$ cat config.mk
export PLATFORM = sky130hd
export DESIGN_NAME = key_event_queue
export DESIGN_NICKNAME = d
export VERILOG_FILES = /design/src/rtl/key_event_queue.sv
export SDC_FILE = /design/constraint.sdc
export NUM_CORES = 1
export LEC_CHECK = 0
export ABC_AREA = 1
export CAP_MARGIN = 20
export CORE_UTILIZATION = 48
export CTS_CLUSTER_SIZE = 25
export DETAILED_ROUTE_END_ITERATION = 16
export PLACE_DENSITY_LB_ADDON = 0.1
export SYNTH_ARGS = -nofsm -noshare
export SYNTH_HDL_FRONTEND = slang
export SYNTH_SLANG_ARGS = --single-unit
export TNS_END_PERCENT = 5
$ cat constraint.sdc
create_clock -name Clk -period 2.5 [get_ports Clk]
set_clock_uncertainty 0.05 [all_clocks]
set_input_delay 0.5 -clock Clk [delete_from_list [all_inputs] [get_ports Clk]]
set_output_delay 0.5 -clock Clk [all_outputs]
set_load 0.01 [all_outputs]
$ cat src/rtl/key_event_queue.sv
// Debounces a level-held keycode into press (and, with KEY_REPEAT_EN, auto-repeat) events, released one per frame tick.
// Latency: STABLE_CYC+1 clk from keycode change to FIFO push; a queued event appears on key_out 3 clk after a frame_clk rise.
// Backpressure: none upstream; a push into a full FIFO is dropped and sets the sticky overflow flag.

module key_event_fifo #(
    parameter int W     = 8,
    parameter int DEPTH = 4
) (
    input  logic                   Clk,
    input  logic                   Reset,
    input  logic                   push,
    input  logic [W-1:0]           push_dat,
    input  logic                   pop,
    output logic [W-1:0]           head_dat,
    output logic [$clog2(DEPTH):0] count,
    output logic                   drop
);
    localparam int AW = $clog2(DEPTH);

    logic [W-1:0]  mem [DEPTH];
    logic [AW-1:0] wr_ptr;
    logic [AW-1:0] rd_ptr;
    logic          do_push;
    logic          do_pop;

    // A pop in the same cycle frees the slot, so a push into a full FIFO still lands.
    assign do_pop   = pop && (count != '0);
    assign do_push  = push && ((count != (AW+1)'(DEPTH)) || do_pop);
    assign drop     = push && !do_push;
    assign head_dat = mem[rd_ptr];

    always_ff @(posedge Clk) begin
        if (Reset) begin
            wr_ptr <= '0;
            rd_ptr <= '0;
            count  <= '0;
        end else begin
            if (do_push) wr_ptr <= wr_ptr + AW'(1);
            if (do_pop)  rd_ptr <= rd_ptr + AW'(1);
            case ({do_push, do_pop})
                2'b10:   count <= count + (AW+1)'(1);
                2'b01:   count <= count - (AW+1)'(1);
                default: ;
            endcase
        end
    end

    always_ff @(posedge Clk) begin
        if (do_push) mem[wr_ptr] <= push_dat;
    end
endmodule

module key_event_queue #(
    parameter int STABLE_CYC   = 1024,
    parameter int DEPTH        = 4,
    parameter int REPEAT_DELAY = 30,
    parameter int REPEAT_RATE  = 6
) (
    input  logic                   Clk,
    input  logic                   Reset,
    input  logic [7:0]             keycode,
    input  logic                   frame_clk,
    output logic [7:0]             key_out,
    output logic                   key_valid,
    output logic [$clog2(DEPTH):0] fifo_count,
    output logic                   overflow
);
    if (STABLE_CYC < 1 || DEPTH < 2 || (DEPTH & (DEPTH - 1)) != 0
        || REPEAT_DELAY < 1 || REPEAT_RATE < 1) begin : g_bad_params
        $error("key_event_queue: illegal parameter set");
    end

    localparam int SW = $clog2(STABLE_CYC + 1);

    logic [7:0]    cand;
    logic [7:0]    acc;
    logic [SW-1:0] stab_cnt;
    logic          accept;

    assign accept = (stab_cnt == SW'(STABLE_CYC - 1)) && (cand != acc);

    always_ff @(posedge Clk) begin
        if (Reset) begin
            cand     <= '0;
            acc      <= '0;
            stab_cnt <= '0;
        end else begin
            cand <= keycode;
            if (keycode != cand)
                stab_cnt <= '0;
            else if (stab_cnt != SW'(STABLE_CYC))
                stab_cnt <= stab_cnt + SW'(1);
            if (accept) acc <= cand;
        end
    end

    logic fs1, fs2, fs3;
    logic tick;

    assign tick = fs2 && !fs3;

    always_ff @(posedge Clk) begin
        if (Reset) begin
            fs1 <= 1'b0;
            fs2 <= 1'b0;
            fs3 <= 1'b0;
        end else begin
            fs1 <= frame_clk;
            fs2 <= fs1;
            fs3 <= fs2;
        end
    end

    logic       push;
    logic [7:0] push_dat;

`ifdef KEY_REPEAT_EN
    typedef enum logic [1:0] {IDLE, DELAY, REPEAT} state_t;

    localparam int FMAX = (REPEAT_DELAY > REPEAT_RATE) ? REPEAT_DELAY : REPEAT_RATE;
    localparam int FW   = $clog2(FMAX + 1);

    state_t        state, state_nxt;
    logic [FW-1:0] fcnt, fcnt_nxt;

    always_ff @(posedge Clk) begin
        if (Reset) begin
            state <= IDLE;
            fcnt  <= '0;
        end else begin
            state <= state_nxt;
            fcnt  <= fcnt_nxt;
        end
    end

    // A fresh acceptance outranks a coincident frame tick.
    always_comb begin
        state_nxt = state;
        fcnt_nxt  = fcnt;
        push      = 1'b0;
        push_dat  = acc;
        if (accept) begin
            fcnt_nxt = '0;
            if (cand != 8'h00) begin
                push      = 1'b1;
                push_dat  = cand;
                state_nxt = DELAY;
            end else begin
                state_nxt = IDLE;
            end
        end else if (tick) begin
            case (state)
                DELAY: begin
                    if (fcnt + FW'(1) == FW'(REPEAT_DELAY)) begin
                        push      = 1'b1;
                        state_nxt = REPEAT;
                        fcnt_nxt  = '0;
                    end else begin
                        fcnt_nxt = fcnt + FW'(1);
                    end
                end
                REPEAT: begin
                    if (fcnt + FW'(1) == FW'(REPEAT_RATE)) begin
                        push     = 1'b1;
                        fcnt_nxt = '0;
                    end else begin
                        fcnt_nxt = fcnt + FW'(1);
                    end
                end
                default: ;
            endcase
        end
    end
`else
    typedef enum logic {IDLE, HELD} state_t;

    state_t state, state_nxt;

    always_ff @(posedge Clk) begin
        if (Reset) state <= IDLE;
        else       state <= state_nxt;
    end

    always_comb begin
        state_nxt = state;
        push      = 1'b0;
        push_dat  = acc;
        if (accept) begin
            if (cand != 8'h00) begin
                push      = 1'b1;
                push_dat  = cand;
                state_nxt = HELD;
            end else begin
                state_nxt = IDLE;
            end
        end
    end
`endif

    logic [7:0] head_dat;
    logic       drop;

    key_event_fifo #(
        .W     (8),
        .DEPTH (DEPTH)
    ) u_fifo (
        .Clk      (Clk),
        .Reset    (Reset),
        .push     (push),
        .push_dat (push_dat),
        .pop      (tick),
        .head_dat (head_dat),
        .count    (fifo_count),
        .drop     (drop)
    );

    always_ff @(posedge Clk) begin
        if (Reset) begin
            key_out   <= 8'h00;
            key_valid <= 1'b0;
            overflow  <= 1'b0;
        end else begin
            if (tick) begin
                if (fifo_count != '0) begin
                    key_out   <= head_dat;
                    key_valid <= 1'b1;
                end else begin
                    key_out   <= 8'h00;
                    key_valid <= 1'b0;
                end
            end
            if (drop) overflow <= 1'b1;
        end
    end
endmodule
==> flow_metrics.py, run 1 <==
metrics = {
    "status": {
        "status": "complete, no violations",
    },
    "worst_setup_path": {
        "critPathRequiredTime_ns": 2.70,
        "cp-start-kind": "flip-flop",
        "worstSetupPathType": "flip-flop to flip-flop",
        "critPathArrivalTime_ns": 2.41,
        "path_cells": "ha_1 > nand2_2 > inv_2 > nand4_2 > nor2_4 > nand3_4 > nand2_2 > inv_1 > fa_1 > inv_1 > nand2_1 > a21oi_1 > nor2_1",
        "slowest_stage": "fa_1",
        "path_max_fanout": 4,
        "slowest_delay_ns": 0.41,
        "end_kind": "flip-flop",
    },
    "pwr": {
        "power_switching_mw": 0.495,
        "power_frac_comb_pct": 3.3,
        "p_int_mw": 1.85,
        "p_leak_nw": 1.56,
        "peakVddDrop_mv": 0.235,
        "seq_power_share_pct": 58.6,
        "clkPwrFrac_pct": 38.1,
        "power_switching_share_pct": 21.1,
        "power.density_mw_per_mm2": 587,
    },
    "global_route": {
        "grt_pass1_wl_um": 10200,
        "grt_use_met1_pct": 24.7,
        "grt_util_met2_pct": 28.4,
        "grt_use_met3_pct": 4.67,
        "grt_max_degree": 31,
        "grt_usage_pct": 18.4,
        "busiest_layer": "met2",
        "gr-total-overflow": 0,
        "antenna_found_initial": 0,
        "grt_pass1_vias": 2172,
    },
    "die": {
        "pin_count": 24,
        "die_w_um": 86.8,
        "rows": 30,
        "design.die.area_sq_mm": 0.00753,
        "core_sq_mm": 0.00687,
        "initial_core_util_pct": 50.2,
        "die_h_um": 86.8,
    },
    "finish": {
        "fin_area_sq_mm": 0.00400,
        "fill_cells": 655,
        "seqCellArea_sq_mm": 0.00194,
        "diodes": 0,
        "multi_input_area_sq_mm": 0.00127,
        "area_growth_pct": 16.0,
        "nNetsFinal": 446,
        "layout-drive-gt1-share_pct": 8.55,
    },
    "route": {
        "wirelength_um": 6460,
        "drtIter0Drc": 95,
        "drc": 0,
        "postRouteAntennaNets": 0,
        "wl_per_cell_um": 12.2,
        "vias_per_cell": 4.82,
        "vias": 2548,
        "drtPass1Iterations": 4,
    },
    "logic_synthesis": {
        "async_flop_share_pct": 0,
        "yosys_warnings": 0,
        "syn_inst": 395,
        "ys_seq_area_share_pct": 56.3,
        "synth_top_area_share_pct": 28.4,
        "synth_area_per_cell_sq_um": 8.74,
        "synth_nets": 413,
        "ys_top_cells_by_count": "77 x nand2_1, 67 x nor2_1, 49 x dfxtp_1, 49 x inv_1, 32 x edfxtp_1",
        "ys_types": 34,
        "synth_seq_cells": 81,
        "synth_top_flop_cell": "dfxtp_1",
        "synth_edf_count": 32,
        "synthesis.area_sq_mm": 0.00345,
        "yosysTopAreaCell": "dfxtp_1",
        "yosysMostFrequentCell": "nand2_1",
        "ys_top_cells_by_area": "dfxtp_1 28%, edfxtp_1 28%, nand2_1 8.4%, nor2_1 7.3%, inv_1 5.3%",
    },
    "timing": {
        "fmax_ghz": 0.452,
        "whs_ns": 0.376,
        "grt_setup_unrepaired": "no",
        "setup_tns_ns": 0,
        "worstMarginPinSlew_ns": 0.508,
        "finalCritPeriodShare_pct": 88.5,
        "relSlewSlack_pct": 65.8,
        "setup_ws_ns": 0.287,
        "setup_viol": 0,
        "fin_crit_ns": 2.21,
        "drv_slew": 0,
        "hold_viol_final": 0,
    },
    "min_path": {
        "min_path_type": "flip-flop to flip-flop",
    },
    "place": {
        "portBuffers": 23,
        "hpwl_um": 4460,
        "dp_slack_ns": 0.289,
        "place.gp.congestion": 0.846,
        "placed_area_sq_mm": 0.00382,
    },
    "clock_tree": {
        "cts.sinks": 81,
        "cts_made_buffers": 9,
        "hold_buffers": 0,
        "cts_resized": 0,
        "clk_pin_slew_ns": 0.08,
        "tritoncts": "yes",
        "cts_root_buf": "clkbuf_8",
        "cts-htree-levels": 3,
        "clk_latency_ns": 0.34,
        "cts_setup_buffers": 0,
        "cts_max_path_buffers": 2,
    },
    "run": {
        "maxCapViolations": 0,
    },
}
[worst max-delay path: cells and delay by family (launching register included)]
| family | cells | cell delay, ns |
|---|---|---|
| AOI/OAI and AO/OA | 1 | 0.14 |
| buffers and inverters | 3 | 0.21 |
| and+or+nand+nor | 7 | 0.75 |
| DFF | 1 | 0.37 |
| adders and majority gates | 2 | 0.61 |
[area by class of cell]
cell class | count | area share, %
Clock inverter | 5 | 1.16
Clock buffer | 11 | 3.28
Tap cell | 96 | 3.00
Multi-Input combinational cell | 252 | 31.8
Sequential cell | 81 | 48.5
Inverter | 53 | 4.97
Timing Repair Buffer | 31 | 7.25
[worst paths after layout]
kind / start / end / slack, ns / depth (start not counted)
min reg2reg: fs1 / fs2 / 0.38 / 2
max: stab_cnt[0] / u_fifo.count[2] / 0.29 / 13
max reg2reg: stab_cnt[0] / u_fifo.count[2] / 0.29 / 13
min: fs1 / fs2 / 0.38 / 2
[power groups by stage]
stage               clock, mW  sequential (mW)  combinational (mW)
detailed placement          0             1.41              0.0773
finish                  0.895             1.38              0.0765
floorplan                   0             1.40              0.0445
global route            0.979             1.38              0.0852
CTS                     0.919             1.38              0.0775
global placement            0             1.41              0.0772
[cell usage in the layout, fill, tap and decap left out, drive strengths merged, types with 5 or more instances in the layout]
cell type / synthesis / routed
edfxtp: 32 / 32
inv: 52 / 52
nor3: 5 / 5
clkinv: 1 / 5
nor2: 71 / 71
a21oi: 25 / 25
buf: 4 / 8
clkbuf: 5 / 11
ha: 6 / 6
clkdlybuf4s50: 0 / 23
dfxtp: 49 / 49
o32ai: 8 / 8
o21ai: 29 / 29
nand3: 8 / 8
nand2: 83 / 83
[per-layer routing]
metal	vias up	routed length, um	part of all wire [%]
li1	1348	-	-
met1	1151	3190	49
met2	43	2960	46
met3	6	224	3.5
met4	0	88	1.4
met5	-	0	0
[metrics by stage]
stage	cells	utilization, %	power, mW
6_report	529	58.3	2.35
5_1_grt	529	58.3	2.44
4_1_cts	529	58.3	2.37
3_5_place_dp	513	55.7	1.48
3_3_place_gp	513	55.7	1.48
2_1_floorplan	395	-	1.45
[kinds of logic after synthesis]
kind of cell,synth area share [%]
compound gates,10.9
buf+inv,6.85
flops,56.3
fa+ha+maj,2.76
xor+xnor,1.52
simple gates,21.7
[state kept, by name, indices dropped and copies added (netlist names), named ones only]
name,cells
u_fifo.mem,32
stab_cnt,11
acc,8
cand,8
key_out,8
u_fifo.count,3
u_fifo.rd_ptr,2
u_fifo.wr_ptr,2
fs1,1
fs2,1
fs3,1
key_valid,1
overflow,1
Note: power is estimated with default switching activity, not from simulation.
==> inputs of run 2 (changes only) <==
CORE_UTILIZATION = 42   (was 48)
==> flow_metrics.py, run 2 (synthesized netlist as in run 1, its figures left out) <==
metrics = {
    "timing": {
        "finalCritPeriodShare_pct": 87.7,
        "worstMarginPinSlew_ns": 0.529,
        "drv_slew": 0,
        "hold_viol_final": 0,
        "grt_setup_unrepaired": "no",
        "relSlewSlack_pct": 64.7,
        "setup_viol": 0,
        "fin_crit_ns": 2.19,
        "setup_tns_ns": 0,
        "fmax_ghz": 0.456,
    },
    "finish": {
        "area_growth_pct": 18.1,
        "final_common_cell": "nand2_1",
        "final_cell_mix": "77 x nand2_1, 67 x nor2_1, 49 x inv_1, 49 x dfxtp_1, 32 x edfxtp_1",
        "largest_reg_flops": 32,
        "regMostFlops": "u_fifo.mem",
        "layout-drive-gt1-share_pct": 9.45,
        "nNetsFinal": 447,
        "reg.largest.list": "u_fifo.mem (32), stab_cnt (11)",
        "diodes": 0,
        "fill_cells": 794,
    },
    "pwr": {
        "power_switching_mw": 0.509,
        "peakVddDrop_mv": 0.216,
        "power_frac_comb_pct": 3.0,
        "p_leak_nw": 1.59,
        "clkPwrFrac_pct": 43.6,
        "power_switching_share_pct": 19.8,
        "power_mw": 2.57,
        "seq_power_share_pct": 53.4,
        "power.density_mw_per_mm2": 632,
        "p_int_mw": 2.07,
    },
    "worst_setup_path": {
        "critPathRequiredTime_ns": 2.69,
        "end_kind": "flip-flop",
        "cp-start-kind": "flip-flop",
        "critPathArrivalTime_ns": 2.38,
        "worstSetupPathType": "flip-flop to flip-flop",
        "path_max_fanout": 4,
        "ff2ff_setup_slack_ns": 0.31,
    },
    "route": {
        "drtPass1Iterations": 6,
        "vias_per_cell": 4.73,
        "wirelength_um": 6560,
        "wl_per_cell_um": 12.2,
        "postRouteAntennaNets": 0,
        "vias": 2533,
        "drc": 0,
        "drtIter0Drc": 87,
    },
    "die": {
        "die_h_um": 92.6,
        "core_sq_mm": 0.00785,
        "initial_core_util_pct": 44.0,
        "die_w_um": 92.6,
        "pin_count": 24,
        "rows": 32,
        "design.die.area_sq_mm": 0.00858,
    },
    "clock_tree": {
        "tritoncts": "yes",
        "cts.sinks": 81,
        "cts_setup_buffers": 0,
        "cts_made_buffers": 9,
        "cts_max_path_buffers": 2,
        "clk_latency_ns": 0.35,
        "clk_pin_slew_ns": 0.07,
        "hold_buffers": 0,
        "cts_resized": 0,
        "cts-htree-levels": 3,
        "cts_root_buf": "clkbuf_8",
    },
    "place": {
        "portBuffers": 23,
        "hpwl_um": 4600,
        "place.gp.congestion": 0.802,
    },
    "global_route": {
        "grt_usage_pct": 17.4,
        "grt_pass1_wl_um": 11300,
        "grt_max_degree": 31,
        "grt_pass1_vias": 2382,
        "gr-total-overflow": 0,
        "antenna_found_initial": 0,
    },
    "min_path": {
        "min_path_type": "flip-flop to flip-flop",
    },
    "status": {
        "status": "complete, no violations",
    },
    "run": {
        "maxCapViolations": 0,
    },
}
-- run 2: worst paths after layout --
| path | start | endpoint | cells after the start |
|---|---|---|---|
| worst min register to register | fs1 | fs2 | 2 |
| worst max-delay path | stab_cnt[0] | u_fifo.count[2] | 13 |
| worst max register to register | stab_cnt[0] | u_fifo.count[2] | 13 |
| worst min-delay path | fs1 | fs2 | 2 |
-- run 2: final cells by class --
cell class	count	area [sq um]	share of cell area, %
repair buffers	32	298	7.31
clock buffers	11	131	3.22
well taps	102	128	3.13
multi-input cells	252	1270	31.2
inverters	53	199	4.88
flip-flops and latches	81	1940	47.7
clock inverters	5	105	2.58
-- run 2: layer usage --
metal	up-vias	part of all wire, %	wire length (um)	global-route usage [%]
met4	0	1.4	93	6.92
met2	36	46	3050	27.1
li1	1346	-	-	-
met1	1141	48	3160	23.2
met3	10	4.0	265	4.19
met5	-	0	0	0
-- run 2: power by group through the flow --
stage	logic [mW]	registers [mW]	clock network, mW
after floorplan	0.0445	1.40	0
after global placement	0.0781	1.41	0
after detailed placement	0.0784	1.41	0
after CTS	0.0788	1.38	1.15
after global routing	0.0866	1.38	1.22
final	0.0769	1.38	1.12
-- run 2: stage by stage --
step                      util (%)  hold slack, ns  setup WS, ns  instance area (sq um)  std cells
after floorplan                  -           0.338         0.440                   3450        395
after global placement        48.9           0.353         0.352                   3840        520
after detailed placement      48.9           0.369         0.299                   3840        520
after CTS                     51.9           0.384         0.286                   4080        536
after global routing          51.9           0.400        0.0972                   4080        536
final                         51.9           0.381         0.308                   4080        536
-- run 2: worst max-delay path, stage by stage, from the launching register on --
cell,delay [ns]
dfxtp_1,0.37
ha_1,0.20
nand2_2,0.08
inv_2,0.08
nand4_2,0.15
nor2_4,0.16
nand3_4,0.13
nand2_2,0.10
inv_1,0.06
fa_1,0.39
inv_1,0.07
nand2_1,0.07
a21oi_1,0.14
nor2_1,0.05
